[src/rtl/usb_fs_pkg.sv]
// Shared types and constants for the USB line receiver.
//   line_state_e : decoded bus state from the synchronised dp/dn pair
//   rx_state_e   : receiver FSM states
//   decode_line  : maps a dp/dn pair to a line state, honouring the
//                  low-speed J/K swap
package usb_fs_pkg;

  typedef enum logic [1:0] {LINE_J, LINE_K, LINE_SE0, LINE_SE1} line_state_e;
  typedef enum logic [1:0] {RX_IDLE, RX_SYNC, RX_PAYLOAD, RX_EOP} rx_state_e;

  localparam int unsigned SYNC_ZEROS_MIN = 5;
  localparam int unsigned SYNC_MAX_BITS  = 8;

  function automatic line_state_e decode_line(input logic dp, input logic dn,
                                              input logic low_speed);
    line_state_e ls;
    case ({dp, dn})
      2'b00:   ls = LINE_SE0;
      2'b11:   ls = LINE_SE1;
      2'b10:   ls = low_speed ? LINE_K : LINE_J;
      default: ls = low_speed ? LINE_J : LINE_K;
    endcase
    return ls;
  endfunction

endpackage

[src/rtl/usb_rx_dpll.sv]
// Input synchroniser and bit-phase recovery.
//   clk48, reset : clock and synchronous active-low reset
//   dp, dn       : raw pad inputs
//   line_state   : synchronised J/K/SE0/SE1
//   j_to_k       : synchronised line just moved from J to K
//   sample       : this cycle is the mid-bit sample point
module usb_rx_dpll import usb_fs_pkg::*; #(
  parameter int unsigned OVERSAMPLE = 4,
  parameter bit          LOW_SPEED  = 1'b0
) (
  input  logic        clk48,
  input  logic        reset,
  input  logic        dp,
  input  logic        dn,
  output line_state_e line_state,
  output logic        j_to_k,
  output logic        sample
);

  localparam int unsigned PH_W = $clog2(OVERSAMPLE);
  // Pad levels of an idle (J) bus, so reset does not fake an edge.
  localparam logic IDLE_DP = ~LOW_SPEED;
  localparam logic IDLE_DN = LOW_SPEED;

  logic [1:0]      dp_sync_q, dp_sync_d, dn_sync_q, dn_sync_d;
  line_state_e     line_prev_q, line_prev_d;
  logic [PH_W-1:0] ph_q, ph_d, ph_cur;
  logic            line_edge;

  always_comb begin
    dp_sync_d   = {dp_sync_q[0], dp};
    dn_sync_d   = {dn_sync_q[0], dn};
    line_state  = decode_line(dp_sync_q[1], dn_sync_q[1], LOW_SPEED);
    line_prev_d = line_state;
    line_edge   = (line_state != line_prev_q);
    j_to_k      = (line_state == LINE_K) && (line_prev_q == LINE_J);
    // Realign on every line change. The phase is only consumed outside
    // IDLE, and IDLE is only left on an edge, so realigning in IDLE too
    // is equivalent and keeps this block independent of the FSM.
    ph_cur      = line_edge ? '0 : ph_q;
    sample      = (ph_cur == PH_W'(OVERSAMPLE / 2));
    ph_d        = (ph_cur == PH_W'(OVERSAMPLE - 1)) ? '0 : ph_cur + 1'b1;
  end

  always_ff @(posedge clk48) begin
    if (!reset) begin
      dp_sync_q   <= {2{IDLE_DP}};
      dn_sync_q   <= {2{IDLE_DN}};
      line_prev_q <= LINE_J;
      ph_q        <= '0;
    end else begin
      dp_sync_q   <= dp_sync_d;
      dn_sync_q   <= dn_sync_d;
      line_prev_q <= line_prev_d;
      ph_q        <= ph_d;
    end
  end

endmodule

[src/rtl/usb_rx_decoder.sv]
// USB line receiver: SYNC detect, NRZI decode, bit unstuffing, EOP and
// line-error detection, bus-reset detection.
//   clk48, reset : clock and synchronous active-low reset
//   dp, dn       : raw pad inputs
//   bit_out      : decoded payload bit, qualified by bit_valid
//   bit_valid    : one strobe per payload bit
//   bus_sop      : pulse when SYNC completes
//   bus_eop      : pulse on SE0 followed by J
//   bus_reset    : level while SE0 has lasted RESET_CLKS cycles
//   stuff_err    : pulse on a 1 where a stuffed 0 was due
//   line_err     : pulse on SE1, K during EOP, or bad/long SYNC
module usb_rx_decoder import usb_fs_pkg::*; #(
  parameter int unsigned OVERSAMPLE = 4,
  parameter int unsigned STUFF_LEN  = 6,
  parameter int unsigned RESET_CLKS = 120000,
  parameter bit          LOW_SPEED  = 1'b0
) (
  input  logic clk48,
  input  logic reset,
  input  logic dp,
  input  logic dn,
  output logic bit_out,
  output logic bit_valid,
  output logic bus_sop,
  output logic bus_eop,
  output logic bus_reset,
  output logic stuff_err,
  output logic line_err
);

  localparam int unsigned RC_W = $clog2(RESET_CLKS + 1);

  line_state_e line_state;
  logic        j_to_k, sample;

  usb_rx_dpll #(.OVERSAMPLE(OVERSAMPLE), .LOW_SPEED(LOW_SPEED)) u_dpll (
    .clk48      (clk48),
    .reset      (reset),
    .dp         (dp),
    .dn         (dn),
    .line_state (line_state),
    .j_to_k     (j_to_k),
    .sample     (sample)
  );

  rx_state_e       state_q, state_d;
  logic [2:0]      sync_cnt_q, sync_cnt_d, ones_q, ones_d;
  logic [1:0]      se0_cnt_q, se0_cnt_d;
  logic            prev_k_q, prev_k_d;
  logic            sync_first_q, sync_first_d;
  logic [RC_W-1:0] rst_cnt_q, rst_cnt_d;
  logic            bit_out_q, bit_out_d, bit_valid_q, bit_valid_d;
  logic            sop_q, sop_d, eop_q, eop_d;
  logic            stuff_err_q, stuff_err_d, line_err_q, line_err_d;
  logic            is_j, is_k, is_se0, is_jk, dec, bus_reset_w;

  assign bus_reset_w = (rst_cnt_q == RC_W'(RESET_CLKS));

  always_comb begin
    is_j   = (line_state == LINE_J);
    is_k   = (line_state == LINE_K);
    is_se0 = (line_state == LINE_SE0);
    is_jk  = is_j | is_k;
    dec    = (is_k == prev_k_q);   // NRZI: no transition decodes as 1

    state_d      = state_q;
    sync_cnt_d   = sync_cnt_q;
    ones_d       = ones_q;
    se0_cnt_d    = se0_cnt_q;
    sync_first_d = sync_first_q;
    prev_k_d     = (sample && is_jk) ? is_k : prev_k_q;
    bit_out_d    = 1'b0;
    bit_valid_d  = 1'b0;
    sop_d        = 1'b0;
    eop_d        = 1'b0;
    stuff_err_d  = 1'b0;
    line_err_d   = 1'b0;

    rst_cnt_d = '0;
    if (is_se0) rst_cnt_d = bus_reset_w ? rst_cnt_q : rst_cnt_q + 1'b1;

    case (state_q)
      RX_IDLE: begin
        if (j_to_k) begin
          state_d      = RX_SYNC;
          sync_cnt_d   = '0;
          prev_k_d     = 1'b1;
          sync_first_d = 1'b1;
        end
      end
      RX_SYNC: begin
        if (sample) begin
          if (!is_jk) begin
            state_d = RX_IDLE;
          end else if (sync_first_q) begin
            // The K that opened SYNC is its own first sample; it only
            // seeds the NRZI reference and is not a decoded bit.
            sync_first_d = 1'b0;
          end else if (!dec) begin
            if (sync_cnt_q == 3'(SYNC_MAX_BITS - 1)) begin
              line_err_d = 1'b1;
              state_d    = RX_IDLE;
            end else begin
              sync_cnt_d = sync_cnt_q + 3'd1;
            end
          end else if (sync_cnt_q >= 3'(SYNC_ZEROS_MIN)) begin
            state_d = RX_PAYLOAD;
            sop_d   = 1'b1;
            ones_d  = 3'd1;   // SYNC's closing 1 counts toward stuffing
          end else begin
            line_err_d = 1'b1;
            state_d    = RX_IDLE;
          end
        end
      end
      RX_PAYLOAD: begin
        if (sample) begin
          if (is_se0) begin
            state_d   = RX_EOP;
            se0_cnt_d = 2'd1;
          end else if (!is_jk) begin
            line_err_d = 1'b1;
            state_d    = RX_IDLE;
          end else if (ones_q == 3'(STUFF_LEN)) begin
            if (dec) begin
              stuff_err_d = 1'b1;
              state_d     = RX_IDLE;
            end else begin
              ones_d = '0;
            end
          end else begin
            bit_out_d   = dec;
            bit_valid_d = 1'b1;
            ones_d      = dec ? ones_q + 3'd1 : 3'd0;
          end
        end
      end
      RX_EOP: begin
        if (sample) begin
          if (is_se0) begin
            se0_cnt_d = (se0_cnt_q == 2'd3) ? 2'd3 : se0_cnt_q + 2'd1;
          end else if (is_j) begin
            eop_d   = 1'b1;
            state_d = RX_IDLE;
          end else begin
            line_err_d = 1'b1;
            state_d    = RX_IDLE;
          end
        end
      end
      default: state_d = RX_IDLE;
    endcase

    if (bus_reset_w) begin
      state_d     = RX_IDLE;
      eop_d       = 1'b0;
      stuff_err_d = 1'b0;
      line_err_d  = 1'b0;
    end
  end

  always_ff @(posedge clk48) begin
    if (!reset) begin
      state_q      <= RX_IDLE;
      sync_cnt_q   <= '0;
      ones_q       <= '0;
      se0_cnt_q    <= '0;
      prev_k_q     <= 1'b0;
      sync_first_q <= 1'b0;
      rst_cnt_q    <= '0;
      bit_out_q    <= 1'b0;
      bit_valid_q  <= 1'b0;
      sop_q        <= 1'b0;
      eop_q        <= 1'b0;
      stuff_err_q  <= 1'b0;
      line_err_q   <= 1'b0;
    end else begin
      state_q      <= state_d;
      sync_cnt_q   <= sync_cnt_d;
      ones_q       <= ones_d;
      se0_cnt_q    <= se0_cnt_d;
      prev_k_q     <= prev_k_d;
      sync_first_q <= sync_first_d;
      rst_cnt_q    <= rst_cnt_d;
      bit_out_q    <= bit_out_d;
      bit_valid_q  <= bit_valid_d;
      sop_q        <= sop_d;
      eop_q        <= eop_d;
      stuff_err_q  <= stuff_err_d;
      line_err_q   <= line_err_d;
    end
  end

  assign bit_out   = bit_out_q;
  assign bit_valid = bit_valid_q;
  assign bus_sop   = sop_q;
  assign bus_eop   = eop_q;
  assign bus_reset = bus_reset_w;
  assign stuff_err = stuff_err_q;
  assign line_err  = line_err_q;

endmodule

[config.mk]
export PLATFORM = sky130hd
export DESIGN_NAME = usb_rx_decoder
export DESIGN_NICKNAME = d
export VERILOG_FILES = /design/src/rtl/usb_fs_pkg.sv /design/src/rtl/usb_rx_dpll.sv /design/src/rtl/usb_rx_decoder.sv
export SDC_FILE = /design/constraint.sdc
export NUM_CORES = 1
export LEC_CHECK = 0
export CAP_MARGIN = 10
export CORE_UTILIZATION = 59
export DETAILED_ROUTE_END_ITERATION = 8
export GPL_ROUTABILITY_DRIVEN = 0
export PLACE_DENSITY = 0.78
export RECOVER_POWER = 100
export SYNTH_ARGS = -nofsm -noshare
export SYNTH_HDL_FRONTEND = slang
export SYNTH_SLANG_ARGS = --single-unit
[constraint.sdc]
create_clock -name clk48 -period 2.8 [get_ports clk48]
set_input_delay 0.42 -clock clk48 [delete_from_list [all_inputs] [get_ports clk48]]
set_output_delay 0.42 -clock clk48 [all_outputs]
set_load 0.005 [all_outputs]
==> results of run 1 <==
[layer usage]
metal	share of wire [%]	global-route usage (%)	wire, µm	vias up
met4	2.0	11.1	88	0
met1	45	28.2	1990	856
met3	3.5	4.71	153	9
met2	49	40.6	2170	35
met5	0	0	0	-
li1	-	-	-	916
[synthesized netlist by cell type (5+ instances only)]
master    instances  area, µm²
ha_1             15        188
nand2_1          21       78.8
a21oi_1           8       40.0
nand3_1           9       45.0
clkbuf_1          6       22.5
nand4_1           5       31.3
o21ai_0           6       30.0
nand2b_1          6       37.5
inv_1            13       48.8
nor4_1            6       37.5
dfxtp_1          41        821
nor3_1            7       35.0
nor2_1           22       82.6
xnor2_1           7       61.3
mux2i_1           6       60.1
[layout make-up]
cell class              instances  area [µm²]
clock buffers                   7        96.3
flip-flops and latches         41         821
well taps                      48        60.1
multi-input cells             187        1310
inverters                      13        48.8
clock inverters                 1        5.00
repair buffers                 14         123
fillers                       314        1190
[critical path: cells and delay by family, from the launching register on]
family	cells	cell delay [ps]
compound gates	5	1150
simple gates	2	560
flops	1	380
fa+ha+maj	2	360
buf+inv	1	80
[kinds of logic after synthesis]
logic type               count (synthesis)
flip-flops                              41
buffers and inverters                   24
adder cells (fa/ha/maj)                 15
AND/OR/NAND/NOR                        114
multiplexers                             6
XOR/XNOR                                13
AO/OA/AOI/OAI                           39
[worst min path at each step]
stage                        startpoint                   to  cells past startpoint
floorplan           u_dpll.dp_sync_q[0]  u_dpll.dp_sync_q[1]                      1
global placement    u_dpll.dp_sync_q[0]  u_dpll.dp_sync_q[1]                      1
detailed placement  u_dpll.dp_sync_q[0]  u_dpll.dp_sync_q[1]                      1
CTS                 u_dpll.dp_sync_q[0]  u_dpll.dp_sync_q[1]                      1
global route        u_dpll.dp_sync_q[0]  u_dpll.dp_sync_q[1]                      1
finish              u_dpll.dp_sync_q[0]  u_dpll.dp_sync_q[1]                      1
[state kept, by name, indices dropped and copies added (netlist names)]
name and flops:
rst_cnt_q 17, ones_q 3, sync_cnt_q 3, state_q 2, u_dpll.dn_sync_q 2, u_dpll.dp_sync_q 2
u_dpll.line_prev_q 2, u_dpll.ph_q 2, bit_out 1, bit_valid 1, bus_eop 1, bus_sop 1
line_err 1, prev_k_q 1, stuff_err 1, sync_first_q 1
[through the flow]
stage               cell area, µm²  power [mW]  hold slack, ps  setup slack, ps  utilization, %
floorplan                     2240       0.682             386              206               -
global placement              2380       0.703             399              231            64.9
detailed placement            2380       0.707             400              129            64.9
CTS                           2480        1.13             418             81.5            67.7
global route                  2470        1.17             445             40.7            67.4
finish                        2470        1.12             413              180            67.4
[power groups by stage]
stage	clock [mW]	combinational [mW]	sequential, mW
after floorplan	0	0.0697	0.612
final	0.425	0.0928	0.603
after global routing	0.461	0.104	0.604
after CTS	0.433	0.0912	0.603
after global placement	0	0.0869	0.616
after detailed placement	0	0.0902	0.617
[timing repair]
item | 4_1_cts | 5_1_grt
gates resized for setup | 0 | 3
hold buffers | 0 | 0
endpoints found under the setup margin | 0 | 3
==> metrics.txt, run 1 <==
outcome completed; reg2reg setup slack 180 ps; CP Cell Sequence inv_1, ha_1, or3_1, a21oi_1, and2_2, ha_4, a21bo_2, a221oi_1, a31oi_1, a211oi_1; global-route wire length before repair roughly 7500 µm; Vert. Die Dim between 60 and 70 µm; core area about 3700 µm²; Fin Setup TNS 0 ps; RSZ-0062 raised after global routing false; Max-slew headroom 60.8%; Routed wire per std cell 14.1 µm; Synth Flop Type dfxtp_1; CTS clk-pin slew, worst paths roughly 80 ps; Logic pwr share under 10%; Setup CP Type register to register; Starting DRT DRC Count 94; mean post-synth cell area about 8.9 µm²; Int Power approximately 0.86 mW; fin cells about 310; worst path required time 3000 ps; Worst VDD drop roughly 0.38 mV; FF+latch count, synth slightly above 40; mux cell area share after synthesis ~2.7%; Worst Setup EP state_q[1]; DP Cell Count approximately 300; Syn. warnings 0; synthesized cell area between 2000 and 2500 µm²; share of cells above drive strength 1 6.84%; largest family of logic cells by synthesized area simple AND/OR/NAND/NOR gates; Die X ~64 µm; Leakage between 0.9 and 1 nW; compound-gate portion of the synthesized area between 10% and 20%; pwr dens 454 nW/µm²; initial antenna violation count 0; Final Cycle Share slightly above 90%; Gate Count Post-Synth between 200 and 300; post-synthesis xor/xnor area fraction slightly below 6%; CTS tree done; remaining antenna violation count 0; Buffers on Ports 10; Worst Skew about 7.4 ps; worst slew pin tran 587 ps; Clock power frac a little under two fifths; worst min-delay path category register to register; startpoint types register; cell count of the worst reg-to-reg path 10; Slew Viols, Final 0; CTS root buf clkbuf_8; Fmax 382 MHz; slowest stage cell, crit path dfxtp_1; Rows 22; clk sinks between 40 and 50; commonest non-fill, non-tap cells in the layout 41 x dfxtp_1, 22 x nor2_1, 21 x nand2_1; CP Max Fanout 7; Setup crit end kind register; largest net degree at the start of global routing 18; Yosys cell types 55; CP arrival around 2800 ps; Synth Area in Adders ~8.4%; Seq/Total Area, Yosys 36.7%; Detailed Routing Iterations Pass 1 4; Post-Syn Nets between 200 and 300; # setup viols final 0; Reg power frac a little over half; Post-CTS Setup Bufs 0; Async SR Flop Fraction 0%; drt total wl about 4400 µm; drt drc 0; cts bufs inserted 5; Vias approximately 1,800; EDFF count, synth 0; vias in the first global route roughly 1,700; htree depth 2; commonest non-fill, non-tap cell in the layout dfxtp_1; CTS Buffer Depth 2; worst r2r src u_dpll.dp_sync_q[1]; post-DR vias/cell 5.84; worst reg2reg endpoint state_q[1]; nets 281; Initial Util around three fifths; area grow syn2layout 10.3%; Hold Fails Final Rpt 0; number of top-level pins 11; Max Cap Viol 0; Remaining Overflow, GRT 0; post-synthesis simple-gate area fraction 29.7%; DP HPWL 3170 µm; Antenna Cells 0; sw power 0.265 mW; switching share of power a little under a quarter; worst-skew pair later-pin latency 290 ps; total track usage 23.7%; CP Launch Point u_dpll.dp_sync_q[1]; die area roughly 4000 µm²; Largest stage delay, worst path ~380 ps; Tmin final 2620 ps
Note: power is estimated with default switching activity, not from simulation.
==> run 2: changes to the inputs <==
PLACE_DENSITY = default   (was 0.78)
PLACE_DENSITY_LB_ADDON = 0.3   (was default)
SYNTH_HIERARCHICAL = 1   (was default)
==> metrics.txt, run 2 <==
Tmin final roughly 2600 ps; Gate Count Post-Synth 235; synthesized cell area approximately 2100 µm²; EDFF count, synth 0; Fin Setup TNS 0 ps; largest net degree at the start of global routing 20; Initial Util a little over three fifths; Yosys top cell area share between 30% and 40%; Seq/Total Area, Yosys roughly two fifths; Clock power frac roughly a third; total track usage around 22%; nets between 200 and 300; Reg power frac about 55%; core area 3360 µm²; commonest non-fill, non-tap cell in the layout dfxtp_1; mean post-synth cell area 8.94 µm²; Async SR Flop Fraction 0%; die area between 3000 and 4000 µm²; Syn. warnings 6; switching share of power approximately a quarter; Final Cycle Share 92.3%; Worst VDD drop approximately 0.33 mV; remaining antenna violation count 0; final core utilization about 68%; # setup viols final 0; Setup crit end kind primary output; CTS clk-pin slew, worst paths 120 ps; Leakage approximately 0.83 nW; Fmax between 300 and 400 MHz; Routed wire per std cell about 12 µm; Int Power between 0.8 and 0.9 mW; Remaining Overflow, GRT 0; CTS Buffer Depth 2; Starting DRT DRC Count 46; Max-slew headroom between 50% and 60%; cts bufs inserted 5; area grow syn2layout 9.40%; area leader, netlist dfxtp_1; Vert. Die Dim slightly above 60 µm; drt total wl 3670 µm; CTS tree done; Buffers on Ports 10; Post-Syn Nets 250; Most flops, register rst_cnt_q; Synth Flop Type dfxtp_1; Logic pwr share 10.5%; total power about 1.1 mW; CP arrival 2160 ps; post-cts resize count 0; pwr dens slightly below 500 nW/µm²; worst path required time 2380 ps; fill count about 300; count leader, synth dfxtp_1; worst slew pin tran about 700 ps; number of top-level pins 11; RSZ-0062 raised after global routing false; startpoint types register; commonest non-fill, non-tap cells in the layout 41 x dfxtp_1, 19 x nor2_1, 14 x inv_1; Hold Fails Final Rpt 0; post-DR vias/cell approximately 5.6; CP Max Fanout 4; CTS root buf clkbuf_4; DP HPWL around 2600 µm; top post-synthesis cells by area dfxtp_1 39%, ha_1 6.5%, mux2i_1 3.8%; Worst Skew 8.31 ps; initial antenna violation count 0; sw power ~0.28 mW; FF+latch count, synth 41; hold_buf cts 0; Slew Viols, Final 0; drt drc 0; Yosys cell types slightly below 50; Setup CP Type register to primary output; max reg flops 17; top cells by count, synth 41 x dfxtp_1, 19 x nor2_1, 14 x inv_1; largest registers rst_cnt_q x17, ones_q x3, sync_cnt_q x3; clk sinks 41; Post-CTS Setup Bufs 0; outcome completed; Antenna Cells 0; vias in the first global route between 1,000 and 1,500; htree depth 2; worst-skew pair later-pin latency between 300 and 400 ps; global-route wire length before repair ~6200 µm; Detailed Routing Iterations Pass 1 5; worst min-delay path category register to register; Vias around 1,600; share of cells above drive strength 1 ~5.6%; Rows 21; Max Cap Viol 0; Die X ~60 µm
[run 2: changes by cell type in the layout (fill, tap and decap cells not counted), sizes merged, moves of 4 or more]
cell | before | now
o21ai | 6 | 11
nand2b | 6 | 11
nand4 | 7 | 3
nand2 | 21 | 9
ha | 15 | 11
[run 2: area by class of cell]
| class | instances | area (µm²) | share of cell area (%) |
|---|---|---|---|
| tap | 46 | 57.6 | 2.50 |
| multi-input combinational | 171 | 1170 | 50.7 |
| timing repair buffer | 14 | 123 | 5.33 |
| sequential | 41 | 821 | 35.7 |
| inverter | 14 | 52.6 | 2.29 |
| clock buffer | 6 | 41.3 | 1.80 |
| clock inverter | 2 | 38.8 | 1.69 |
[run 2: worst paths after layout]
kind | startpoint | endpoint | slack, ps | cells after the start
max | rst_cnt_q[3] | bus_reset | 220 | 3
min | u_dpll/dp_sync_q[0] | u_dpll/dp_sync_q[1] | 420 | 1
max reg2reg | u_dpll/dp_sync_q[1] | ones_q[1] | 290 | 10
min reg2reg | u_dpll/dp_sync_q[0] | u_dpll/dp_sync_q[1] | 420 | 1
[run 2: power groups by stage]
stage	combinational [mW]	sequential, mW	clock, mW
after floorplan	0.102	0.620	0
after global placement	0.118	0.632	0
after detailed placement	0.119	0.632	0
after global routing	0.133	0.622	0.423
final	0.117	0.619	0.383
after CTS	0.121	0.619	0.397
[run 2: metal layers]
| metal | vias to the layer above | global-route usage (%) | wire length, µm |
|---|---|---|---|
| met1 | 752 | 30.6 | 1890 |
| met4 | 0 | 8.89 | 80 |
| met3 | 9 | 5.38 | 125 |
| li1 | 842 | - | - |
| met5 | - | 0 | 0 |
| met2 | 35 | 33.3 | 1570 |
[run 2: metrics by stage]
step	setup slack (ps)	hold WS (ps)	cells	instance area, µm²
4_1_cts	241	425	294	2330
6_report	215	421	294	2300
3_3_place_gp	412	392	286	2250
3_5_place_dp	334	395	286	2250
5_1_grt	63.5	443	294	2300
2_1_floorplan	407	386	235	2100
[run 2: critical path, stage by stage, from the launching register on]
cell and delay, ps:
dfxtp_1 360, or4_4 550, nor4_4 300, dlygate4sd3_1 600
[run 2: kinds of logic after synthesis]
group | after synthesis | share of synthesized area [%]
AOI/OAI and AO/OA | 32 | 10.0
xor gates and xnor gates | 14 | 6.19
adders and majority gates | 11 | 6.55
buffers and inverters | 23 | 4.35
DFF | 41 | 39.0
muxes | 8 | 3.81
and+or+nand+nor | 106 | 30.1
